`config.mk`:
```
export PLATFORM = sky130hd
export DESIGN_NAME = mem_access_unit_flat
export DESIGN_NICKNAME = d
export VERILOG_FILES = /design/src/rtl/mem_access_unit_if.sv /design/src/rtl/mem_access_unit.sv /design/src/flat_wrapper.sv
export SDC_FILE = /design/constraint.sdc
export NUM_CORES = 1
export LEC_CHECK = 0
export CORE_ASPECT_RATIO = 1.2
export CORE_UTILIZATION = 47
export DETAILED_ROUTE_END_ITERATION = 12
export PLACE_DENSITY = 0.87
export SKIP_LAST_GASP = 1
export SLEW_MARGIN = 10
export SYNTH_ARGS = -nofsm -noshare
export SYNTH_HDL_FRONTEND = slang
export SYNTH_SLANG_ARGS = --single-unit
```
`constraint.sdc`:
```
create_clock -name clk -period 2.3 [get_ports clk]
set_input_delay 0.69 -clock clk [delete_from_list [all_inputs] [get_ports clk]]
set_output_delay 0.69 -clock clk [all_outputs]
set_load 0.1 [all_outputs]
```
`src/rtl/mem_access_unit_if.sv`:
```
// Bundles the request, response and memory-bus signals of mem_access_unit.
// No logic or latency of its own; it only carries wires between endpoints.
// Backpressure: req_valid/req_ready and resp_valid/resp_ready handshakes.
// Modports:
//   slave  - the access unit: takes requests, produces responses, drives the memory strobes.
//   master - the environment: issues requests, consumes responses, returns memory read data.
interface mem_access_unit_if;
  logic        req_valid;
  logic        req_ready;
  logic        req_we;
  logic [1:0]  req_size;
  logic        req_unsigned;
  logic [31:0] req_addr;
  logic [31:0] req_wdata;
  logic        resp_valid;
  logic        resp_ready;
  logic [31:0] resp_rdata;
  logic        resp_err;
  logic        mem_rd;
  logic        mem_we;
  logic [31:0] mem_add;
  logic [31:0] mem_data_in;
  logic [31:0] mem_data_out;

  modport slave (
    input  req_valid, req_we, req_size, req_unsigned, req_addr, req_wdata,
    input  resp_ready, mem_data_out,
    output req_ready, resp_valid, resp_rdata, resp_err,
    output mem_rd, mem_we, mem_add, mem_data_in
  );

  modport master (
    output req_valid, req_we, req_size, req_unsigned, req_addr, req_wdata,
    output resp_ready, mem_data_out,
    input  req_ready, resp_valid, resp_rdata, resp_err,
    input  mem_rd, mem_we, mem_add, mem_data_in
  );
endinterface

```
`src/rtl/mem_access_unit.sv`:
```
// Byte/halfword/word load-store unit in front of a word-wide data memory (sub-word stores via RMW).
// Latency from acceptance to response: error 1, word store 2, load RD_LATENCY+1, sub-word store RD_LATENCY+2.
// Backpressure: one request in flight; req_ready only in IDLE, response held until resp_ready.
// Ports: clk, rst_n (synchronous, active-low); bus (mem_access_unit_if.slave) carries
//   req_* request channel, resp_* response channel, mem_* memory strobes/address/data.
module mem_access_unit #(
  parameter int MEM_WORDS  = 100,
  parameter int RD_LATENCY = 1
) (
  input  logic               clk,
  input  logic               rst_n,
  mem_access_unit_if.slave   bus
);

  typedef enum logic [1:0] {IDLE, RD, WR, RESP} state_t;

  localparam logic [31:0] MEM_WORDS_W = 32'(MEM_WORDS);
  localparam logic [1:0]  RD_LAST     = 2'(RD_LATENCY - 1);

  state_t      state;
  logic        r_we;
  logic [1:0]  r_size;
  logic        r_uns;
  logic [1:0]  r_off;
  logic [31:0] r_wdata;
  logic [1:0]  rd_cnt;

  logic        accept;
  logic        req_err;

  assign accept = bus.req_valid && bus.req_ready;

  always_comb begin
    req_err = 1'b0;
    case (bus.req_size)
      2'b11:   req_err = 1'b1;
      2'b01:   if (bus.req_addr[0]) req_err = 1'b1;
      2'b10:   if (bus.req_addr[1:0] != 2'b00) req_err = 1'b1;
      default: req_err = 1'b0;
    endcase
    if ({2'b00, bus.req_addr[31:2]} >= MEM_WORDS_W) req_err = 1'b1;
  end

  // Pick the addressed lane out of a memory word and extend it to 32 bits.
  function automatic logic [31:0] load_ext(input logic [31:0] w, input logic [1:0] sz,
                                           input logic [1:0] off, input logic uns);
    logic [31:0] sh;
    logic [31:0] res;
    sh  = w;
    res = w;
    case (sz)
      2'b00: begin
        sh  = w >> {off, 3'b000};
        res = uns ? {24'h0, sh[7:0]} : {{24{sh[7]}}, sh[7:0]};
      end
      2'b01: begin
        sh  = w >> {off[1], 4'b0000};
        res = uns ? {16'h0, sh[15:0]} : {{16{sh[15]}}, sh[15:0]};
      end
      default: res = w;
    endcase
    return res;
  endfunction

  // Replace only the addressed byte/halfword lane of the word read back from memory.
  function automatic logic [31:0] merge(input logic [31:0] w, input logic [31:0] wd,
                                        input logic [1:0] sz, input logic [1:0] off);
    logic [31:0] m;
    logic [31:0] d;
    if (sz == 2'b00) begin
      m = 32'h0000_00FF << {off, 3'b000};
      d = {24'h0, wd[7:0]} << {off, 3'b000};
    end else begin
      m = 32'h0000_FFFF << {off[1], 4'b0000};
      d = {16'h0, wd[15:0]} << {off[1], 4'b0000};
    end
    return (w & ~m) | (d & m);
  endfunction

  always_ff @(posedge clk) begin
    if (!rst_n) begin
      // Abort anything in flight: strobes drop, no pending RMW write, no response.
      state           <= IDLE;
      bus.req_ready   <= 1'b0;
      bus.resp_valid  <= 1'b0;
      bus.resp_rdata  <= 32'h0;
      bus.resp_err    <= 1'b0;
      bus.mem_rd      <= 1'b0;
      bus.mem_we      <= 1'b0;
      bus.mem_add     <= 32'h0;
      bus.mem_data_in <= 32'h0;
      r_we            <= 1'b0;
      r_size          <= 2'b00;
      r_uns           <= 1'b0;
      r_off           <= 2'b00;
      r_wdata         <= 32'h0;
      rd_cnt          <= 2'b00;
    end else begin
      case (state)
        IDLE: begin
          // req_ready comes up one cycle after reset release and stays up while idle.
          bus.req_ready <= 1'b1;
          if (accept) begin
            bus.req_ready <= 1'b0;
            r_we          <= bus.req_we;
            r_size        <= bus.req_size;
            r_uns         <= bus.req_unsigned;
            r_off         <= bus.req_addr[1:0];
            r_wdata       <= bus.req_wdata;
            if (req_err) begin
              state          <= RESP;
              bus.resp_valid <= 1'b1;
              bus.resp_err   <= 1'b1;
              bus.resp_rdata <= 32'h0;
            end else begin
              bus.mem_add <= {2'b00, bus.req_addr[31:2]};
              if (bus.req_we && bus.req_size == 2'b10) begin
                state           <= WR;
                bus.mem_we      <= 1'b1;
                bus.mem_data_in <= bus.req_wdata;
              end else begin
                // Loads and sub-word stores both need the current word first.
                state      <= RD;
                bus.mem_rd <= 1'b1;
                rd_cnt     <= 2'b00;
              end
            end
          end
        end

        RD: begin
          if (rd_cnt == RD_LAST) begin
            bus.mem_rd <= 1'b0;
            if (r_we) begin
              state           <= WR;
              bus.mem_we      <= 1'b1;
              bus.mem_data_in <= merge(bus.mem_data_out, r_wdata, r_size, r_off);
            end else begin
              state          <= RESP;
              bus.resp_valid <= 1'b1;
              bus.resp_err   <= 1'b0;
              bus.resp_rdata <= load_ext(bus.mem_data_out, r_size, r_off, r_uns);
            end
          end else begin
            rd_cnt <= rd_cnt + 2'd1;
          end
        end

        WR: begin
          bus.mem_we     <= 1'b0;
          state          <= RESP;
          bus.resp_valid <= 1'b1;
          bus.resp_err   <= 1'b0;
          bus.resp_rdata <= 32'h0;
        end

        RESP: begin
          if (bus.resp_ready) begin
            state          <= IDLE;
            bus.resp_valid <= 1'b0;
            bus.resp_err   <= 1'b0;
            bus.resp_rdata <= 32'h0;
            bus.req_ready  <= 1'b1;
          end
        end

        default: state <= IDLE;
      endcase
    end
  end

endmodule

```
`src/flat_wrapper.sv`:
```
// flat-port wrapper written by rule: the top's interface ports become plain ports
module mem_access_unit_flat 
#(
  parameter int MEM_WORDS  = 100,
  parameter int RD_LATENCY = 1
)
  (clk, rst_n, bus_req_valid, bus_req_we, bus_req_size, bus_req_unsigned, bus_req_addr, bus_req_wdata, bus_resp_ready, bus_mem_data_out, bus_req_ready, bus_resp_valid, bus_resp_rdata, bus_resp_err, bus_mem_rd, bus_mem_we, bus_mem_add, bus_mem_data_in);
  mem_access_unit_if bus_i ();
  input  logic clk;
  input  logic rst_n;
  input wire logic [$bits(bus_i.req_valid)-1:0] bus_req_valid;
  input wire logic [$bits(bus_i.req_we)-1:0] bus_req_we;
  input wire logic [$bits(bus_i.req_size)-1:0] bus_req_size;
  input wire logic [$bits(bus_i.req_unsigned)-1:0] bus_req_unsigned;
  input wire logic [$bits(bus_i.req_addr)-1:0] bus_req_addr;
  input wire logic [$bits(bus_i.req_wdata)-1:0] bus_req_wdata;
  input wire logic [$bits(bus_i.resp_ready)-1:0] bus_resp_ready;
  input wire logic [$bits(bus_i.mem_data_out)-1:0] bus_mem_data_out;
  output wire logic [$bits(bus_i.req_ready)-1:0] bus_req_ready;
  output wire logic [$bits(bus_i.resp_valid)-1:0] bus_resp_valid;
  output wire logic [$bits(bus_i.resp_rdata)-1:0] bus_resp_rdata;
  output wire logic [$bits(bus_i.resp_err)-1:0] bus_resp_err;
  output wire logic [$bits(bus_i.mem_rd)-1:0] bus_mem_rd;
  output wire logic [$bits(bus_i.mem_we)-1:0] bus_mem_we;
  output wire logic [$bits(bus_i.mem_add)-1:0] bus_mem_add;
  output wire logic [$bits(bus_i.mem_data_in)-1:0] bus_mem_data_in;
  assign bus_i.req_valid = bus_req_valid;
  assign bus_i.req_we = bus_req_we;
  assign bus_i.req_size = bus_req_size;
  assign bus_i.req_unsigned = bus_req_unsigned;
  assign bus_i.req_addr = bus_req_addr;
  assign bus_i.req_wdata = bus_req_wdata;
  assign bus_i.resp_ready = bus_resp_ready;
  assign bus_i.mem_data_out = bus_mem_data_out;
  assign bus_req_ready = bus_i.req_ready;
  assign bus_resp_valid = bus_i.resp_valid;
  assign bus_resp_rdata = bus_i.resp_rdata;
  assign bus_resp_err = bus_i.resp_err;
  assign bus_mem_rd = bus_i.mem_rd;
  assign bus_mem_we = bus_i.mem_we;
  assign bus_mem_add = bus_i.mem_add;
  assign bus_mem_data_in = bus_i.mem_data_in;
  mem_access_unit #(.MEM_WORDS(MEM_WORDS), .RD_LATENCY(RD_LATENCY)) u_core (.clk(clk), .rst_n(rst_n), .bus(bus_i));
endmodule
```
==> results of run 1 <==
-- timing repair --
item | CTS | global route
setup endpoints to repair | 2 | 97
resized for setup | 1 | 25
setup buffers | 1 | 1
pin swaps | 2 | 8
cloned | 0 | 1
hold buffers | 0 | 0
-- cell families (layout without fill, tap and decap cells) --
| kind of cell | after synthesis | count (layout) | synth area share (%) |
|---|---|---|---|
| and+or+nand+nor | 241 | 241 | 19.0 |
| AOI/OAI and AO/OA | 215 | 215 | 25.4 |
| other | 1 | 2 | 0.0592 |
| DFF | 125 | 125 | 39.5 |
| buffers and inverters | 87 | 335 | 6.46 |
| muxes | 54 | 54 | 8.55 |
| adders and majority gates | 5 | 5 | 0.988 |
-- final timing paths --
kind / slack, ns / depth (start not counted) / startpoint / endpoint
worst min register to register: 0.46 / 2 / u_core.bus.resp_rdata[30] / u_core.bus.resp_rdata[30]
worst min-delay path: 0.46 / 2 / u_core.bus.resp_rdata[30] / u_core.bus.resp_rdata[30]
worst max register to register: 0.10 / 8 / u_core.state[1] / u_core.bus.mem_data_in[2]
worst max-delay path: 0.05 / 7 / bus_req_addr[0] / u_core.bus.resp_rdata[27]
-- worst max-delay path, cell delays in order --
cell	delay, ns
sky130_fd_sc_hd__clkdlybuf4s50_1	0.52
sky130_fd_sc_hd__a21oi_1	0.12
sky130_fd_sc_hd__o211ai_1	0.35
sky130_fd_sc_hd__nor3_4	0.11
sky130_fd_sc_hd__a21oi_4	0.35
sky130_fd_sc_hd__buf_6	0.20
sky130_fd_sc_hd__mux2i_1	0.23
-- state kept, by name, indices dropped and copies added, names as in the netlist --
signal,count
u_core.bus.mem_add,30
u_core.bus.mem_data_in,32
u_core.bus.mem_rd,1
u_core.bus.mem_we,1
u_core.bus.req_ready,1
u_core.bus.resp_err,1
u_core.bus.resp_rdata,32
u_core.bus.resp_valid,1
u_core.r_off,2
u_core.r_size,2
u_core.r_uns,1
u_core.r_wdata,16
u_core.r_we,1
u_core.rd_cnt,2
u_core.state,2
-- per-layer routing --
layer,global-route usage (%),vias up
met3,6.34,70
met1,35.5,3094
met4,15.1,0
met2,50.5,363
met5,0,-
li1,-,3125
-- report_power, final --
part           total, mW  switching, mW  internal, mW
logic               3.71           2.36          1.35
registers           2.51          0.157          2.35
clock network       2.66           1.20          1.46
total               8.88           3.71          5.17
-- per-stage QoR --
stage                     worst slack (ns)  TNS, ns
after global routing              -0.00729  -0.0229
after CTS                           0.0214        0
final                               0.0462        0
after global placement              -0.355   -30.79
after detailed placement            -0.419   -34.26
after floorplan                     0.0896        0
-- cell usage in the layout (no fill, tap or decap), types with 19 or more instances in the layout --
master,Yosys,final
sky130_fd_sc_hd__and2_1,25,25
sky130_fd_sc_hd__o21ai_0,26,26
sky130_fd_sc_hd__o221ai_1,22,22
sky130_fd_sc_hd__nand2_1,111,111
sky130_fd_sc_hd__buf_4,4,165
sky130_fd_sc_hd__dfxtp_1,125,123
sky130_fd_sc_hd__clkdlybuf4s50_1,0,93
sky130_fd_sc_hd__nand3_1,27,26
sky130_fd_sc_hd__a21oi_1,43,41
sky130_fd_sc_hd__inv_1,22,22
sky130_fd_sc_hd__nor2b_1,19,19
sky130_fd_sc_hd__mux2i_1,53,53
sky130_fd_sc_hd__nor3_1,22,21
-- cell type report --
type                       instances  area [µm²]
clock buffer                      17         425
clock inverter                    15         165
fill                             959        3820
inverter                          24        90.1
multi-input combinational        517        3490
sequential                       125        2500
tap                              168         210
timing repair buffer             279        2470
==> flow_summary.rst, run 1 <==
.. list-table::
   :header-rows: 1

   * - Metric
     - Value
   * - Post-route cell area
     - a little over 9000 µm²
   * - Clock Path Buffers
     - 2
   * - Critical Path End Type
     - flop
   * - Area of the die
     - around 14000 µm²
   * - Least-Margin Pin Slew
     - between 0.6 and 0.7 ns
   * - Largest net degree at the start of global routing
     - 54
   * - Fraction of the yosys area taken by sequential cells
     - roughly two fifths
   * - Top fanout value on the critical path
     - 7
   * - Final net count
     - 1073
   * - Maximum operating frequency
     - roughly 440 MHz
   * - Final weighted congestion of routability-driven global placement
     - 0.935
   * - Clock input transition at the sequential cells of the worst setup and hold paths
     - 0.06 ns
   * - Worst setup skew after layout
     - roughly 0.0086 ns
   * - CTS tree
     - built
   * - Worst relative slew slack
     - between 50 and 60%
   * - Fraction of post-synthesis cell area in the top cell type by area
     - 39.5%
   * - Area contributors post-synth
     - sky130_fd_sc_hd__dfxtp_1, sky130_fd_sc_hd__mux2i_1, sky130_fd_sc_hd__nand2_1
   * - Post-synth top area cell
     - sky130_fd_sc_hd__dfxtp_1
   * - Overall power of the completed layout
     - about 9 mW
   * - Netlist cell types
     - 60
   * - Number of H-tree levels
     - 4
   * - Count of input and output buffers
     - roughly 200
   * - DRT met1 WL
     - roughly 8300 µm
   * - Number of flops mapped to enable cells by yosys
     - 0
   * - Uppermost signal routing layer after detailed routing
     - met4
   * - Setup repair after global routing missed its margin
     - true
   * - DRC violations left
     - 0
   * - Flop and latch count out of synthesis
     - roughly 130
   * - Maximum resistive drop on vdd
     - roughly 550 µV
   * - Detail Route met2 WL
     - 10200 µm
   * - Vias in the first global route
     - between 6000 and 7000
   * - Fin. max-slew vios
     - 0
   * - Count of max-cap constraint violations
     - 0
   * - Die X
     - approximately 110 µm
   * - Class of the worst hold path
     - reg2reg
   * - Leading register cell type out of synthesis
     - sky130_fd_sc_hd__dfxtp_1
   * - Die height
     - 129 µm
   * - Most frequent cells after synthesis
     - sky130_fd_sc_hd__dfxtp_1, sky130_fd_sc_hd__nand2_1, sky130_fd_sc_hd__mux2i_1
   * - Fin. Hold Viols
     - 0
   * - 1st-pass router iterations
     - 7
   * - GR Overflow Total
     - 0
   * - Setup-violating endpoint count in the final report
     - 0
   * - Data required, critical path
     - roughly 2.6 ns
   * - Via density
     - roughly 5.8
   * - FFs w/ async S/R, synth
     - 0%
   * - Power per unit of standard cell area
     - 949 nW/µm²
   * - Startpoint kind of the worst setup timing path
     - primary input
   * - Time the final worst path needs with I/O delays and setup
     - about 2.3 ns
   * - Reported leakage power
     - between 3 and 4 nW
   * - Total of warnings raised by yosys
     - 0
   * - Total global-route track usage
     - 29.8%
   * - Layout overhead on the synthesized area
     - 47.7%
   * - Synth Area per Inst
     - 8.70 µm²
   * - Standard-cell rows
     - 46
   * - Violation count after the first detailed-routing iteration
     - between 500 and 600
   * - Share of the clock period used by the worst path
     - 98.0%
   * - Crit path arrival time
     - roughly 2.6 ns
   * - Starting density of the core
     - 48.1%
   * - Worst hold slack after final layout
     - 0.461 ns
   * - Clock network latency to the later pin of the worst-skew pair
     - 0.42 ns
   * - Total length of routed wires
     - 21100 µm
   * - Placement Cell Area
     - ~8600 µm²
   * - Ports placed on the boundary
     - 205
   * - Sinks on the clock net
     - approximately 130
   * - Antenna cells
     - 0
   * - Met3 layer wire length in the routed design
     - between 1500 and 2000 µm
   * - Fraction of final layout cells sized beyond drive strength 1
     - 25.9%
   * - First-pass GRT wire length
     - 31900 µm
   * - Core ar.
     - around 13000 µm²
   * - Status
     - finished clean
   * - Total standard cell area after synthesis
     - between 6000 and 7000 µm²
   * - Antenna violations before repair
     - 0
   * - Routed len/inst
     - 18.5 µm
   * - Worst Setup Path Type
     - in2reg
   * - # placed instances
     - approximately 1100
   * - Clock root buffer
     - sky130_fd_sc_hd__clkbuf_16
   * - Vias
     - between 6000 and 7000
   * - HPWL after detailed placement
     - 15700 µm
   * - Post-Synthesis Cells
     - 728
   * - Top-count cell post-synth
     - sky130_fd_sc_hd__dfxtp_1
   * - Inserted Clock Buffers
     - 17
   * - Post-layout util
     - a little under three quarters
   * - Cell Count, Final, Fillers Out
     - ~1100
   * - Post-detailed-route count of antenna-violating nets
     - 0
No activity file was read; power rests on OpenSTA's default activity.
==> run 2, diff against run 1 <==
==> constraint.sdc (replaced) <==
create_clock -name clk -period 2.3 [get_ports clk]
set_input_delay 0.69 -clock clk [delete_from_list [all_inputs] [get_ports clk]]
set_output_delay 0.69 -clock clk [all_outputs]
set_load 0.01 [all_outputs]
==> run 2 against run 1 <==
Net effect: global-route usage up 0.40 points; sequential share of layout area down 0.65 points; fmax down 1.5%; utilization up 1.7 points; clock skew about the same; final cell count down 1.2%; clock power up 4%; sequential cell count unchanged; clock-buffer cell count unchanged; die area unchanged; critical path type unchanged.
==> flow_summary.rst, run 2 (synthesized netlist as in run 1, its figures left out) <==
.. list-table::
   :header-rows: 1

   * - Metric
     - Value
   * - Antenna cells
     - 0 (unchanged)
   * - Depth of the worst register-to-register path
     - 8 (unchanged)
   * - Comb power frac
     - 37.1% (-4.6 points)
   * - GRT busiest layer
     - met2
   * - Clock root buffer
     - sky130_fd_sc_hd__clkbuf_16
   * - Sinks on the clock net
     - 125 (unchanged)
   * - Post-layout util
     - 72.7% (+1.7 points)
   * - Routed len/inst
     - 19.6 µm (+6.1%)
   * - First-pass GRT wire length
     - 32500 µm (+1.8%)
   * - Post-route cell area
     - 9580 µm² (+2.4%)
   * - Fin. max-slew vios
     - 0 (unchanged)
   * - Maximum resistive drop on vdd
     - 501 µV (-9.0%)
   * - Worst path top cell family by delay
     - buffers and inverters
   * - Violation count after the first detailed-routing iteration
     - 575 (+11%)
   * - Post-detailed-route count of antenna-violating nets
     - 0 (unchanged)
   * - CTS Hold Bufs
     - 0 (unchanged)
   * - Inserted Clock Buffers
     - 17 (unchanged)
   * - HPWL after detailed placement
     - 15500 µm (-1.4%)
   * - Worst Setup Path Type
     - in2reg
   * - Worst reg2reg setup slack
     - 0.12 ns (+0.02 ns)
   * - Clock network latency to the later pin of the worst-skew pair
     - 0.42 ns (about the same)
   * - # placed instances
     - 1091 (-1.7%)
   * - Starting density of the core
     - 48.1% (unchanged)
   * - Critical path's slowest cell
     - sky130_fd_sc_hd__clkdlybuf4s50_1
   * - Cell chain of the critical path
     - clkdlybuf4s50_1 -> nor4_2 -> buf_4 -> and4_1 -> nand4_4 -> clkbuf_16 -> a221oi_2 -> a31o_1
   * - Reg2Reg Launch Point
     - u_core.state[1]
   * - Core ar.
     - 13200 µm² (unchanged)
   * - Critical hold path startpoint
     - u_core.bus.mem_add[5]
   * - Setup_tns
     - 0 ns (unchanged)
   * - Time the final worst path needs with I/O delays and setup
     - 2.29 ns (+0.0340 ns)
   * - Most common cell after layout, fill and taps aside
     - sky130_fd_sc_hd__clkdlybuf4s50_1
   * - Antenna violations before repair
     - 0 (unchanged)
   * - Class of the worst hold path
     - reg2reg
   * - Clock Path Buffers
     - 2 (unchanged)
   * - Number of cells on the critical path
     - 8 (+1)
   * - Overall power of the completed layout
     - 8.39 mW (-5.5%)
   * - Top fanout value on the critical path
     - 13 (+6)
   * - Count of input and output buffers
     - 202 (unchanged)
   * - End point of the critical path
     - u_core.bus.mem_data_in[4]
   * - Worst slack, placed
     - -0.431 ns (-0.0122 ns)
   * - Minimum setup slack in the final design
     - 0.0122 ns (-0.0340 ns)
   * - Ports placed on the boundary
     - 205 (unchanged)
   * - Commonest non-fill, non-tap cells in the layout
     - sky130_fd_sc_hd__clkdlybuf4s50_1, sky130_fd_sc_hd__dfxtp_1, sky130_fd_sc_hd__nand2_1
   * - Count of max-cap constraint violations
     - 0 (unchanged)
   * - Least-Margin Pin Slew
     - 0.833 ns (+0.214 ns)
   * - Share of power burned in the clock network
     - 33.0% (+3.0 points)
   * - Share of the clock period used by the worst path
     - 99.5% (+1.5 points)
   * - Crit path arrival time
     - 2.65 ns (+0.06 ns)
   * - Worst stage delay on the critical path
     - 0.45 ns (-0.07 ns)
   * - Cell Count, Final, Fillers Out
     - 1131 (-1.2%)
   * - Total global-route track usage
     - 30.2% (+0.40 points)
   * - Startpoint of the worst setup timing path
     - bus_req_addr[27]
   * - Fin. Hold Viols
     - 0 (unchanged)
   * - Placement Cell Area
     - 8740 µm² (+1.3%)
   * - Vias in the first global route
     - 6391 (+1.0%)
   * - Number of H-tree levels
     - 4 (unchanged)
   * - Clock input transition at the sequential cells of the worst setup and hold paths
     - 0.06 ns (about the same)
   * - DRC violations left
     - 0 (unchanged)
   * - Share of total power consumed by net switching
     - 35.0% (-6.8 points)
   * - CTS tree
     - built
   * - Via density
     - 5.93 (+2.1%)
   * - Largest net degree at the start of global routing
     - 57 (+5.6%)
   * - GR Util met2
     - 51.7% (+1.2 points)
   * - Final weighted congestion of routability-driven global placement
     - 0.983 (+5.1%)
   * - Power per unit of standard cell area
     - 875 nW/µm² (-7.8%)
   * - Global Route met1 Usage
     - 33.9% (-1.6 points)
   * - Fillers
     - 923 (-3.8%)
   * - Met3 usage in global routing
     - 7.65% (+1.3 points)
   * - Total length of routed wires
     - 22100 µm (+4.8%)
   * - Die height
     - 129 µm (unchanged)
   * - Multi-input gate area in the final layout
     - 3520 µm² (+0.72%)
   * - Worst setup skew after layout
     - 0.00891 ns (+0.000321 ns)
   * - Status
     - finished clean
   * - Data required, critical path
     - 2.66 ns (+0.02 ns)
   * - Critical Path End Type
     - flop
   * - Maximum operating frequency
     - 437 MHz (-1.5%)
   * - Bufs and invs on worst path
     - 3 (+1)
   * - Standard-cell rows
     - 46 (unchanged)
   * - Cell Int Power
     - 5.45 mW (+5.5%)
   * - Layout overhead on the synthesized area
     - 51.3%
   * - Sequential Area
     - 2500 µm² (about the same)
   * - 1st-pass router iterations
     - 5 (-2)
   * - Vias
     - 6710 (+0.87%)
   * - Startpoint kind of the worst setup timing path
     - primary input
   * - Final net count
     - 1059 (-1.3%)
   * - Worst hold slack after final layout
     - 0.457 ns (-0.00317 ns)
   * - GR Overflow Total
     - 0 (unchanged)
   * - Reported leakage power
     - 3.60 nW (-7.8%)
   * - Psw
     - 2.94 mW (-21%)
   * - Die X
     - 108 µm (unchanged)
   * - Setup-violating endpoint count in the final report
     - 0 (unchanged)
   * - Sequential group share of total power
     - 30.0% (+1.7 points)
   * - Fraction of final layout cells sized beyond drive strength 1
     - 14.2% (-12 points)
   * - Area of the die
     - 13900 µm² (unchanged)
   * - Top Registers
     - u_core.bus.mem_data_in (32), u_core.bus.resp_rdata (32), u_core.bus.mem_add (30)
   * - Worst relative slew slack
     - 44.0% (-15 points)
   * - Terminus of the critical flop-to-flop path
     - u_core.bus.mem_data_in[4]
run 2: changes by cell type in the layout (fill, tap and decap cells not counted), moves of 3 or more:
cell	delta
sky130_fd_sc_hd__buf_4	-115
sky130_fd_sc_hd__clkdlybuf4s50_1	+104
sky130_fd_sc_hd__inv_8	-7
sky130_fd_sc_hd__inv_6	+6
sky130_fd_sc_hd__dlymetal6s2s_1	-5
sky130_fd_sc_hd__buf_6	-3
sky130_fd_sc_hd__clkbuf_16	+3
run 2: what timing repair did:
item,in CTS,in global routing
hold endpoints to repair,0,0
buffers inserted,0,3
gates resized for setup,0,18
setup endpoints to repair,0,94
run 2: worst min-delay path, cell delays in order, from the launching register on:
cell and delay [ns]:
sky130_fd_sc_hd__dfxtp_1 0.31, sky130_fd_sc_hd__nand2_1 0.05, sky130_fd_sc_hd__o21ai_0 0.06
run 2: worst min path at each step:
stage / to / cells past startpoint / slack [ns]
final: u_core.bus.mem_add[5] / 2 / 0.46
after detailed placement: u_core.bus.mem_add[24] / 1 / 0.44
after global routing: u_core.bus.mem_add[26] / 1 / 0.48
after floorplan: u_core.r_wdata[10] / 2 / 0.44
after global placement: u_core.bus.mem_add[24] / 1 / 0.44
after CTS: u_core.bus.resp_rdata[27] / 2 / 0.46
run 2: cell type report:
| type | count | share of cell area [%] |
|---|---|---|
| Multi-Input combinational cell | 517 | 36.7 |
| Timing Repair Buffer | 265 | 27.8 |
| Sequential cell | 125 | 26.1 |
| Clock buffer | 17 | 4.44 |
| Tap cell | 168 | 2.19 |
| Clock inverter | 15 | 1.81 |
| Inverter | 24 | 0.940 |
run 2: power by group through the flow:
stage               combinational [mW]  sequential (mW)  clock [mW]
global placement                  2.69             2.55           0
global route                      3.27             2.53        2.89
floorplan                         1.67             2.55           0
detailed placement                2.72             2.55           0
CTS                               2.74             2.50        2.77
finish                            3.11             2.52        2.77
run 2: layer usage:
| metal | part of all wire (%) | routed length (µm) |
|---|---|---|
| met1 | 38 | 8350 |
| met2 | 49 | 10800 |
| met3 | 8.6 | 1900 |
| met4 | 4.8 | 1070 |
| met5 | 0 | 0 |
==> run 3, diff against run 2 <==
==> constraint.sdc (replaced) <==
create_clock -name clk -period 2.3 [get_ports clk]
set_input_delay 0.46 -clock clk [delete_from_list [all_inputs] [get_ports clk]]
set_output_delay 0.46 -clock clk [all_outputs]
set_load 0.01 [all_outputs]
==> run 3 against run 2 <==
Net effect: sequential cell count did not move; routed wire length fell by 5.4%; utilization fell by 1.3 points; first-iteration DRC count fell by 24%; worst hold slack got worse by 0.0026 ns; largest cell class unchanged; highest routed layer unchanged.
==> flow_summary.rst, run 3 (synthesized netlist as in run 1, its figures left out) <==
.. list-table::
   :header-rows: 1

   * - Metric
     - Value
   * - Status
     - finished clean
   * - Terminus of the critical flop-to-flop path
     - u_core.bus.resp_rdata[7]
   * - Violation count after the first detailed-routing iteration
     - 436 (-24%)
   * - Worst Setup Path Type
     - reg2reg
   * - Worst reg2reg setup slack
     - 0.12 ns (about the same)
   * - Power per unit of standard cell area
     - 904 nW/µm² (+3.3%)
   * - Maximum operating frequency
     - 459 MHz (+5.0%)
   * - Fraction of final layout cells sized beyond drive strength 1
     - 12.1% (-2.1 points)
   * - Routed len/inst
     - 18.8 µm (-4.2%)
   * - Critical hold path startpoint
     - u_core.r_wdata[10]
   * - Total global-route track usage
     - 29.6% (-0.61 points)
   * - Time the final worst path needs with I/O delays and setup
     - 2.18 ns (-0.110 ns)
   * - Antenna violations before repair
     - 0 (unchanged)
   * - Inserted Clock Buffers
     - 17 (unchanged)
   * - Share of the clock period used by the worst path
     - 94.7% (-4.8 points)
   * - Reg2Reg Launch Point
     - u_core.state[0]
   * - Total length of routed wires
     - 21000 µm (-5.4%)
   * - Core ar.
     - 13200 µm² (unchanged)
   * - Die height
     - 129 µm (unchanged)
   * - Setup-violating endpoint count in the final report
     - 0 (unchanged)
   * - Maximum resistive drop on vdd
     - 532 µV (+6.2%)
   * - Cell chain of the critical path
     - inv_1 -> ha_1 -> buf_4 -> a21oi_1 -> nand3_1 -> a21oi_4 -> buf_12 -> mux2i_1
   * - Depth of the worst register-to-register path
     - 8 (unchanged)
   * - Starting density of the core
     - 48.1% (unchanged)
   * - Top Registers
     - u_core.bus.mem_data_in (32), u_core.bus.resp_rdata (32), u_core.bus.mem_add (30)
   * - Critical Path End Type
     - flop
   * - HPWL after detailed placement
     - 15200 µm (-1.4%)
   * - Worst hold slack after final layout
     - 0.455 ns (-0.00257 ns)
   * - Clock root buffer
     - sky130_fd_sc_hd__clkbuf_16
   * - Least-Margin Pin Slew
     - 0.841 ns (+0.00773 ns)
   * - Fin. max-slew vios
     - 0 (unchanged)
   * - Count of max-cap constraint violations
     - 0 (unchanged)
   * - Fin. Hold Viols
     - 0 (unchanged)
   * - Crit path arrival time
     - 2.52 ns (-0.13 ns)
   * - Worst relative slew slack
     - 43.4% (-0.52 points)
   * - Cell Count, Final, Fillers Out
     - 1117 (-1.2%)
   * - DRC violations left
     - 0 (unchanged)
   * - Clock Path Buffers
     - 2 (unchanged)
   * - Vias
     - 6555 (-2.3%)
   * - Hold Crit Depth
     - 2 (unchanged)
   * - Fillers
     - 957 (+3.7%)
   * - Antenna cells
     - 0 (unchanged)
   * - CTS Hold Bufs
     - 0 (unchanged)
   * - 1st-pass router iterations
     - 5 (unchanged)
   * - Setup repair after global routing missed its margin
     - true
   * - Number of H-tree levels
     - 4 (unchanged)
   * - Worst stage delay on the critical path
     - 0.40 ns (-0.05 ns)
   * - Ports placed on the boundary
     - 205 (unchanged)
   * - Critical path's slowest cell
     - sky130_fd_sc_hd__dfxtp_1
   * - WHS Endpoint
     - u_core.r_wdata[10]
   * - Class of the worst hold path
     - reg2reg
   * - Final weighted congestion of routability-driven global placement
     - 0.957 (-2.6%)
   * - # placed instances
     - 1084 (-0.64%)
   * - Clock network latency to the later pin of the worst-skew pair
     - 0.42 ns (about the same)
   * - Startpoint of the worst setup timing path
     - u_core.state[0]
   * - Worst setup skew after layout
     - 0.0116 ns (+0.00266 ns)
   * - Largest net degree at the start of global routing
     - 48 (-16%)
   * - Die X
     - 108 µm (unchanged)
   * - Layout overhead on the synthesized area
     - 48.7%
   * - Sequential Area
     - 2500 µm² (about the same)
   * - Multi-input gate area in the final layout
     - 3450 µm² (-1.9%)
   * - Via density
     - 5.87 (-1.1%)
   * - Minimum setup slack in the final design
     - 0.122 ns (+0.110 ns)
   * - Vias in the first global route
     - 6159 (-3.6%)
   * - Count of input and output buffers
     - 202 (unchanged)
   * - Area of the die
     - 13900 µm² (unchanged)
   * - Reported leakage power
     - 3.51 nW (-2.5%)
   * - Clock input transition at the sequential cells of the worst setup and hold paths
     - 0.06 ns (about the same)
   * - Data required, critical path
     - 2.64 ns (-0.02 ns)
   * - Most common cell after layout, fill and taps aside
     - sky130_fd_sc_hd__clkdlybuf4s50_1
   * - First-pass GRT wire length
     - 31500 µm (-3.1%)
   * - Commonest non-fill, non-tap cells in the layout
     - sky130_fd_sc_hd__clkdlybuf4s50_1, sky130_fd_sc_hd__dfxtp_1, sky130_fd_sc_hd__nand2_1
   * - Sinks on the clock net
     - 125 (unchanged)
   * - Post-detailed-route count of antenna-violating nets
     - 0 (unchanged)
   * - Top fanout value on the critical path
     - 33 (+20)
   * - GR Overflow Total
     - 0 (unchanged)
   * - Startpoint kind of the worst setup timing path
     - flop
   * - CTS tree
     - built
   * - Worst slack, placed
     - -0.284 ns (+0.146 ns)
   * - Standard-cell rows
     - 46 (unchanged)
   * - Final net count
     - 1046 (-1.2%)
[run 3: timing repair]
item                                    CTS  global route
endpoints found under the setup margin    0            17
setup buffers                             0             2
resized for setup                         0             1
[run 3: critical path: cells and delay by family (launching register included)]
family | cells | cell delay, ns
muxes | 1 | 0.23
and+or+nand+nor | 1 | 0.20
adders and majority gates | 1 | 0.29
DFF | 1 | 0.40
buffers and inverters | 3 | 0.54
AOI/OAI and AO/OA | 2 | 0.41
[run 3: power by group]
part	internal [mW]	switching (mW)
clock network	2.17	1.04
registers	2.35	0.151
logic	1.27	1.53
total	5.80	2.72
[run 3: how the worst max path moves through the flow]
stage	end	slack, ns	cells past startpoint
floorplan	u_core.bus.mem_data_in[16]	0.23	10
global placement	u_core.state[1]	-0.19	9
detailed placement	u_core.bus.mem_we	-0.28	7
CTS	u_core.bus.mem_data_in[18]	0.09	8
global route	u_core.bus.resp_rdata[5]	-0.04	8
finish	u_core.bus.resp_rdata[7]	0.12	8
[run 3: area by class of cell]
class / count / share of cell area [%]
clock buffer: 18 / 4.66
multi-input combinational: 517 / 36.6
clock inverter: 13 / 2.75
inverter: 24 / 0.957
sequential: 125 / 26.6
tap: 168 / 2.23
timing repair buffer: 252 / 26.2
[run 3: layer usage]
metal	up-vias	GRT usage (%)	part of all wire [%]	wire, µm
met1	3040	33.2	38	7890
met2	375	50.6	49	10300
li1	3065	-	-	-
met4	0	17.3	4.6	961
met5	-	0	0	0
met3	75	7.39	8.8	1840
[run 3: metrics by stage]
stage / area (µm²) / utilization (%) / setup TNS, ns / total power, mW
2_1_floorplan: 6340 / - / 0 / 4.22
3_3_place_gp: 8690 / 65.9 / -10.16 / 5.23
3_5_place_dp: 8690 / 65.9 / -14.90 / 5.26
4_1_cts: 9390 / 71.2 / 0 / 8.49
5_1_grt: 9420 / 71.5 / -0.370 / 8.83
6_report: 9420 / 71.5 / 0 / 8.52
